--- config.mk ---
export PLATFORM = sky130hd
export DESIGN_NAME = rgmii_tx_flat
export DESIGN_NICKNAME = d
export VERILOG_FILES = /design/src/rtl/rgmii_tx_if.sv /design/src/rtl/rgmii_tx.sv /design/src/flat_wrapper.sv
export SDC_FILE = /design/constraint.sdc
export NUM_CORES = 1
export LEC_CHECK = 0
export CAP_MARGIN = 0
export CORE_MARGIN = 4
export CORE_UTILIZATION = 42
export DETAILED_ROUTE_END_ITERATION = 8
export GPL_ROUTABILITY_DRIVEN = 1
export MAX_ROUTING_LAYER = met4
export PLACE_DENSITY = 0.75
export SLEW_MARGIN = 15
export SYNTH_ARGS = -nofsm -noshare
export SYNTH_HDL_FRONTEND = slang
export SYNTH_SLANG_ARGS = --single-unit
--- constraint.sdc ---
create_clock -name clk -period 1.4 [get_ports clk]
set_clock_uncertainty 0.1 [all_clocks]
set_input_delay 0.14 -clock clk [delete_from_list [all_inputs] [get_ports clk]]
set_output_delay 0.14 -clock clk [all_outputs]
set_load 0.05 [all_outputs]
--- src/rtl/rgmii_tx_if.sv ---
// rgmii_tx_if: MAC byte handshake plus PHY-side DDR nibble/control outputs of rgmii_tx.
interface rgmii_tx_if;
  logic [7:0] rgmii_mac_tx_data;
  logic       rgmii_mac_tx_dv;
  logic       rgmii_mac_tx_er;
  logic       rgmii_mac_tx_rdy;
  logic [3:0] txd_rise;
  logic [3:0] txd_fall;
  logic       tx_ctl_rise;
  logic       tx_ctl_fall;
  modport master (
    output rgmii_mac_tx_data, rgmii_mac_tx_dv, rgmii_mac_tx_er,
    input  rgmii_mac_tx_rdy, txd_rise, txd_fall, tx_ctl_rise, tx_ctl_fall
  );
  modport slave (
    input  rgmii_mac_tx_data, rgmii_mac_tx_dv, rgmii_mac_tx_er,
    output rgmii_mac_tx_rdy, txd_rise, txd_fall, tx_ctl_rise, tx_ctl_fall
  );
endinterface

--- src/rtl/rgmii_tx.sv ---
// rgmii_tx: MAC byte stream to RGMII DDR nibbles (gigabit) or MII nibble pairs (10/100).
// Define RGMII_TX_ER_EN to encode tx_er on the falling TX_CTL half (dv^er).
module rgmii_tx (
  input  logic    clk,
  input  logic    reset_n,
  input  logic    mii_select,
  rgmii_tx_if.slave bus
);
  typedef enum logic {LO, HI} state_t;
  state_t     state_q, state_d;
  logic       mode_q, mode_d;
  logic       rdy_q, rdy_d;
  logic [3:0] nib_q, nib_d;
  logic       er_q, er_d;
  logic [3:0] rise_q, rise_d, fall_q, fall_d;
  logic       ctl_r_q, ctl_r_d, ctl_f_q, ctl_f_d;
  logic       xfer;
  logic       er_in;
`ifdef RGMII_TX_ER_EN
  assign er_in = bus.rgmii_mac_tx_er;
`else
  assign er_in = 1'b0;
`endif
  always_comb begin
    xfer    = rdy_q & bus.rgmii_mac_tx_dv;
    // mode only follows mii_select between frames, so a frame never changes format
    mode_d  = (state_q == LO && !xfer) ? mii_select : mode_q;
    state_d = LO;
    nib_d   = nib_q;
    er_d    = er_q;
    rise_d  = 4'h0;
    fall_d  = 4'h0;
    ctl_r_d = 1'b0;
    ctl_f_d = 1'b0;
    if (!mode_q) begin
      if (xfer) begin
        rise_d  = bus.rgmii_mac_tx_data[3:0];
        fall_d  = bus.rgmii_mac_tx_data[7:4];
        ctl_r_d = 1'b1;
        ctl_f_d = 1'b1 ^ er_in;
      end
    end else if (state_q == HI) begin
      rise_d  = nib_q;
      fall_d  = nib_q;
      ctl_r_d = 1'b1;
      ctl_f_d = 1'b1 ^ er_q;
    end else if (xfer) begin
      rise_d  = bus.rgmii_mac_tx_data[3:0];
      fall_d  = bus.rgmii_mac_tx_data[3:0];
      ctl_r_d = 1'b1;
      ctl_f_d = 1'b1 ^ er_in;
      nib_d   = bus.rgmii_mac_tx_data[7:4];
      er_d    = er_in;
      state_d = HI;
    end
    rdy_d = !mode_d || state_d == LO;
  end
  always_ff @(posedge clk or negedge reset_n) begin
    if (!reset_n) begin
      state_q <= LO;
      mode_q  <= 1'b0;
      rdy_q   <= 1'b0;
      nib_q   <= 4'h0;
      er_q    <= 1'b0;
      rise_q  <= 4'h0;
      fall_q  <= 4'h0;
      ctl_r_q <= 1'b0;
      ctl_f_q <= 1'b0;
    end else begin
      state_q <= state_d;
      mode_q  <= mode_d;
      rdy_q   <= rdy_d;
      nib_q   <= nib_d;
      er_q    <= er_d;
      rise_q  <= rise_d;
      fall_q  <= fall_d;
      ctl_r_q <= ctl_r_d;
      ctl_f_q <= ctl_f_d;
    end
  end
  assign bus.rgmii_mac_tx_rdy = rdy_q;
  assign bus.txd_rise         = rise_q;
  assign bus.txd_fall         = fall_q;
  assign bus.tx_ctl_rise      = ctl_r_q;
  assign bus.tx_ctl_fall      = ctl_f_q;
endmodule

--- src/flat_wrapper.sv ---
// flat-port wrapper written by rule: the top's interface ports become plain ports
module rgmii_tx_flat 
  (clk, reset_n, mii_select, bus_rgmii_mac_tx_data, bus_rgmii_mac_tx_dv, bus_rgmii_mac_tx_er, bus_rgmii_mac_tx_rdy, bus_txd_rise, bus_txd_fall, bus_tx_ctl_rise, bus_tx_ctl_fall);
  rgmii_tx_if bus_i ();
  input  logic clk;
  input  logic reset_n;
  input  logic mii_select;
  input wire logic [$bits(bus_i.rgmii_mac_tx_data)-1:0] bus_rgmii_mac_tx_data;
  input wire logic [$bits(bus_i.rgmii_mac_tx_dv)-1:0] bus_rgmii_mac_tx_dv;
  input wire logic [$bits(bus_i.rgmii_mac_tx_er)-1:0] bus_rgmii_mac_tx_er;
  output wire logic [$bits(bus_i.rgmii_mac_tx_rdy)-1:0] bus_rgmii_mac_tx_rdy;
  output wire logic [$bits(bus_i.txd_rise)-1:0] bus_txd_rise;
  output wire logic [$bits(bus_i.txd_fall)-1:0] bus_txd_fall;
  output wire logic [$bits(bus_i.tx_ctl_rise)-1:0] bus_tx_ctl_rise;
  output wire logic [$bits(bus_i.tx_ctl_fall)-1:0] bus_tx_ctl_fall;
  assign bus_i.rgmii_mac_tx_data = bus_rgmii_mac_tx_data;
  assign bus_i.rgmii_mac_tx_dv = bus_rgmii_mac_tx_dv;
  assign bus_i.rgmii_mac_tx_er = bus_rgmii_mac_tx_er;
  assign bus_rgmii_mac_tx_rdy = bus_i.rgmii_mac_tx_rdy;
  assign bus_txd_rise = bus_i.txd_rise;
  assign bus_txd_fall = bus_i.txd_fall;
  assign bus_tx_ctl_rise = bus_i.tx_ctl_rise;
  assign bus_tx_ctl_fall = bus_i.tx_ctl_fall;
  rgmii_tx u_core (.clk(clk), .reset_n(reset_n), .mii_select(mii_select), .bus(bus_i));
endmodule
# Yosys cells after proc, flatten, opt, wreduce, memory -nomap -nowiden
# Cells that the tools add are included.
# word_totals
regBits,16
latchBits,0
mem_bits_rw,0
mem_bits_ro,0
output_inout_bits,11
elab_cells,26
memories,0
# op_classes
n_addsub,0
n_mul,0
n_div,0
n_lt_le_gt_ge,0
n_eq_ne,0
shifts,0
n_mux,11
bitwise,3
reduce_logical,5
# op_table
op,n
$mux 4,5
$mux 1,6
$reduce_and 3->1,1
$logic_not 1->1,2
$not 1->1,2
$and 1x1->1,1
$logic_and 1x1->1,1
$logic_or 1x1->1,1

# Depth between registers and ports, before layout
# logic_depth
word_depth,6
depth_mapped,3
ltp_nobuf,2

# Least setup slack after synthesis
# OpenSTA, ideal clock, no wires.
# synth_timing
path_type,register -> register
startpoint,register u_core.rdy_q (netlist: u_core.bus.rgmii_mac_tx_rdy)
endpoint,register u_core.fall_q[2] (netlist: u_core.bus.txd_fall[2])
arrival_ps,1207
slack_ps,7
stages_incl_launch_ff,4
synth_period_minus_slack_ps,1393
cell_sequence,dfrtp_1 > buf_2 > nand3_1 > o211ai_1
# synth_via
elab_chain_len,4
word_cells_on_any_way,5
classes_between,mux: 4; bitwise: 1
# synth_lines
element,line,text
start: declaration,rgmii_tx.sv:12,"logic rdy_q, rdy_d;"
start signal: assignment,rgmii_tx.sv:72,rdy_q <= rdy_d;
$and 1x1->1 (*),rgmii_tx.sv:25,xfer = rdy_q & bus.rgmii_mac_tx_dv;
$mux 4,rgmii_tx.sv:47,end else if (xfer) begin
$mux 4,rgmii_tx.sv:42,end else if (state_q == HI) begin
$mux 4 (*),rgmii_tx.sv:35,if (!mode_q) begin
via u_core.fall_d[2],rgmii_tx.sv:15,"logic [3:0] rise_q, rise_d, fall_q, fall_d;"
end signal: assignment,rgmii_tx.sv:76,fall_q <= fall_d;
end: declaration,rgmii_tx.sv:15,
# Mark *: on every way through the listed nets, which the timed path passes. The rest lies on a longest branch.
# A chain may end at the register's enable or synchronous reset.

# Worst setup path after layout
# layout_timing
startpoint,register u_core.state_q
endpoint,register u_core.nib_q[0]
# layout_via
elab_chain_len,2
# layout_lines
element,line,text
start: declaration,rgmii_tx.sv:10,"state_t state_q, state_d;"
start signal: assignment,rgmii_tx.sv:70,state_q <= state_d;
$not 1->1,-,
$reduce_and 3->1 (no line),-,
end signal: assignment,rgmii_tx.sv:73,nib_q <= nib_d;
end: declaration,rgmii_tx.sv:13,"logic [3:0] nib_q, nib_d;"
# Every way passes these cells.

==> results.toml <==
[logic_synthesis]
synthXorXnorAreaFrac_pct = 0
ys_ff_latch = 16
synthSimpleGateAreaFrac_pct = 16.4
synth_cell_type_count = 17
synth_most_common_cell = "dfrtp_1"
synth_area_um2 = 679
synth_nets = 67
yosysTopAreaCellShare_pct = 58.9
synthAdderAreaFrac_pct = 0
synth_area_leader_cell = "dfrtp_1"
synth_compound_area_share_pct = 10.9
async_reset_ff_share_pct = 100
synth_area_per_cell_um2 = 12.6
yosys_most_used_dff = "dfrtp_1"
synth_area_leaders = "dfrtp_1, mux2_2, nand3_1, nand4b_1, nand4b_4"
netlist_instances = 54
ys_seq_area_share_pct = 58.9
synthTopCellsByCount = "dfrtp_1, nand3_1, mux2_2, nand4b_1, o21ai_0"
synth_top_family_by_area = "simple AND/OR/NAND/NOR gates"
synth-edff-count = 0
muxShareOfSynthArea_pct = 8.29
yosysWarnings = 0

[clocking]
cts_setup_buffers = 0
cts_buffers = 3
clk_path_buf_depth = 2
hold_buffers = 0
cts.repair.resized = 0
htree_levels = 1
path_clk_slew_ns = 0.09
cts_tree = "built"
cts_root_buffer = "clkbuf_4"
cts.sinks = 16
clkLatencyLatePin_ns = 0.29

[die]
fp.dieW_um = 48.2
dieHeight_um = 48.2
pin_count = 24
dieArea_um2 = 2330
rows = 14
coreArea_um2 = 1520
start_util_pct = 44.6

[sta]
setup_viol = 0
layout_min_cycle_time_ns = 1.31
fin_hold_ws_ns = 0.0517
relSlewSlack_pct = 81.2
tightest_slew_ns = 0.282
slew_viol_final = 0
fin_crit_sh_pct = 93.2
rsz0062_at_grt = "false"
hold_violations = 0
fmax_mhz = 766
setup_ws_ns = 0.0949

[routing]
top_layer = "met4"
routed-wl-met2_um = 668
routed_via_density = 5.40
antenna_left = 0
drt_iter0_markers = 6
wl_met3_um = 103
drc = 0
dr_total_vias = 529
dr.pass1.iters = 4
wl_per_cell_um = 13.4
wl_um = 1310
met1Wirelength_um = 515

[global_route]
overflow = 0
antenna_found_initial = 0
grt_pass1_wl_um = 2100
grtUsageTotal_pct = 13.9
grt_max_degree = 17
first_global_vias = 493

[power_and_ir_drop]
power_density_nw_per_um2 = 1760
ir_drop_mv = 1.13
leakage_nw = 0.478

[critical_path]
slowest_stage = "dfrtp_1"
cp-end-kind = "flip-flop"
cp.required_ns = 1.48
path_buf_inv = 0
worstPathCellList = "nand4b_4 > mux2_2"
crit_fanout = 10
cp_top_family = "flip-flops"
crit_type = "flip-flop to flip-flop"
arrival_ns = 1.38
startpoint_type = "flip-flop"
max_stage_delay_ns = 0.51

[cells_and_area]
finish.utilization_pct = 71.2
syn_to_final_growth_pct = 59.7
nets = 96
layout-drive-gt1-share_pct = 34.1
n_antenna_cell = 0

[flow_run]
cap_violations = 0

[status]
outcome = "finished clean"

[worst_hold_path]
holdCritPathClass = "input port to asynchronous set/reset pin"

[placed_design]
place_ws_ns = -0.0332
portBuffers = 22
place.gp.congestion = 0.753
==> power by group <==
part           internal, W  switching, W
clock network     0.000159      0.000144
registers         0.000601      0.000126
logic             0.000463      0.000419
==> layout by cell type, fill, tap and decap left out, types with 2 or more instances in the layout <==
cell type         n
a21oi_1           2
buf_12           11
buf_4             7
clkbuf_4          3
clkdlybuf4s50_1  11
dfrtp_1          16
mux2_2            5
nand3_1           8
nand4b_1          4
o211ai_1          3
o21ai_0           4
==> path summary, 6_finish.rpt <==
kind                                              from  slack, ns  cells after the start                               endpoint
hold / removal                                 reset_n       0.05                      2  u_core.bus.rgmii_mac_tx_rdy$_DFF_PN0_
max in group asynchronous                      reset_n       0.97                      2       u_core.bus.txd_rise[1]$_DFF_PN0_
hold reg to reg            u_core.nib_q[3]$_DFFE_PN0P_       0.41                      1            u_core.nib_q[3]$_DFFE_PN0P_
setup / recovery              u_core.state_q$_DFF_PN0_       0.09                      2            u_core.nib_q[0]$_DFFE_PN0P_
setup reg to reg              u_core.state_q$_DFF_PN0_       0.09                      2            u_core.nib_q[0]$_DFFE_PN0P_
min in group clk              bus_rgmii_mac_tx_data[0]       0.35                      3       u_core.bus.txd_rise[0]$_DFF_PN0_
==> layer usage <==
layer | track usage (%) | vias to the layer above
li1 | - | 253
met1 | 15.3 | 249
met2 | 22.4 | 24
met3 | 4.80 | 3
met4 | 6.45 | 0
met5 | - | -
==> area by class of cell <==
class	instances	area, um^2
fill	102	439
sequential	16	400
timing repair buffer	29	383
multi-input combinational	32	241
clock buffer	4	36.3
tap	16	20.0
inverter	1	3.75
==> sequential cells by signal (all words and copies together) (netlist names) <==
signal	flops
u_core.mode_q	1
u_core.bus.tx_ctl_rise	1
u_core.nib_q	4
u_core.bus.txd_rise	4
u_core.bus.txd_fall	4
u_core.bus.rgmii_mac_tx_rdy	1
u_core.state_q	1
==> cell families (layout without fill, tap and decap cells) <==
group / after synthesis / after routing
AO/OA/AOI/OAI: 12 / 12
buffers and inverters: 6 / 34
flip-flops: 16 / 16
multiplexers: 5 / 5
AND/OR/NAND/NOR: 15 / 15
==> through the flow <==
step	total power, W	area (um^2)	std cells	TNS [ns]
after floorplan	0.00117	679	54	0
after global placement	0.00160	1050	94	-0.0224
after detailed placement	0.00163	1050	94	-0.139
after CTS	0.00192	1080	98	0
after global routing	0.00201	1080	98	0
final	0.00191	1080	98	0
==> worst register-to-register path, cell delays in order, from the launching register on <==
cell and delay (ns):
dfrtp_1 0.51, nand4b_4 0.24, mux2_2 0.35
Power figures use the tool's default switching activity.
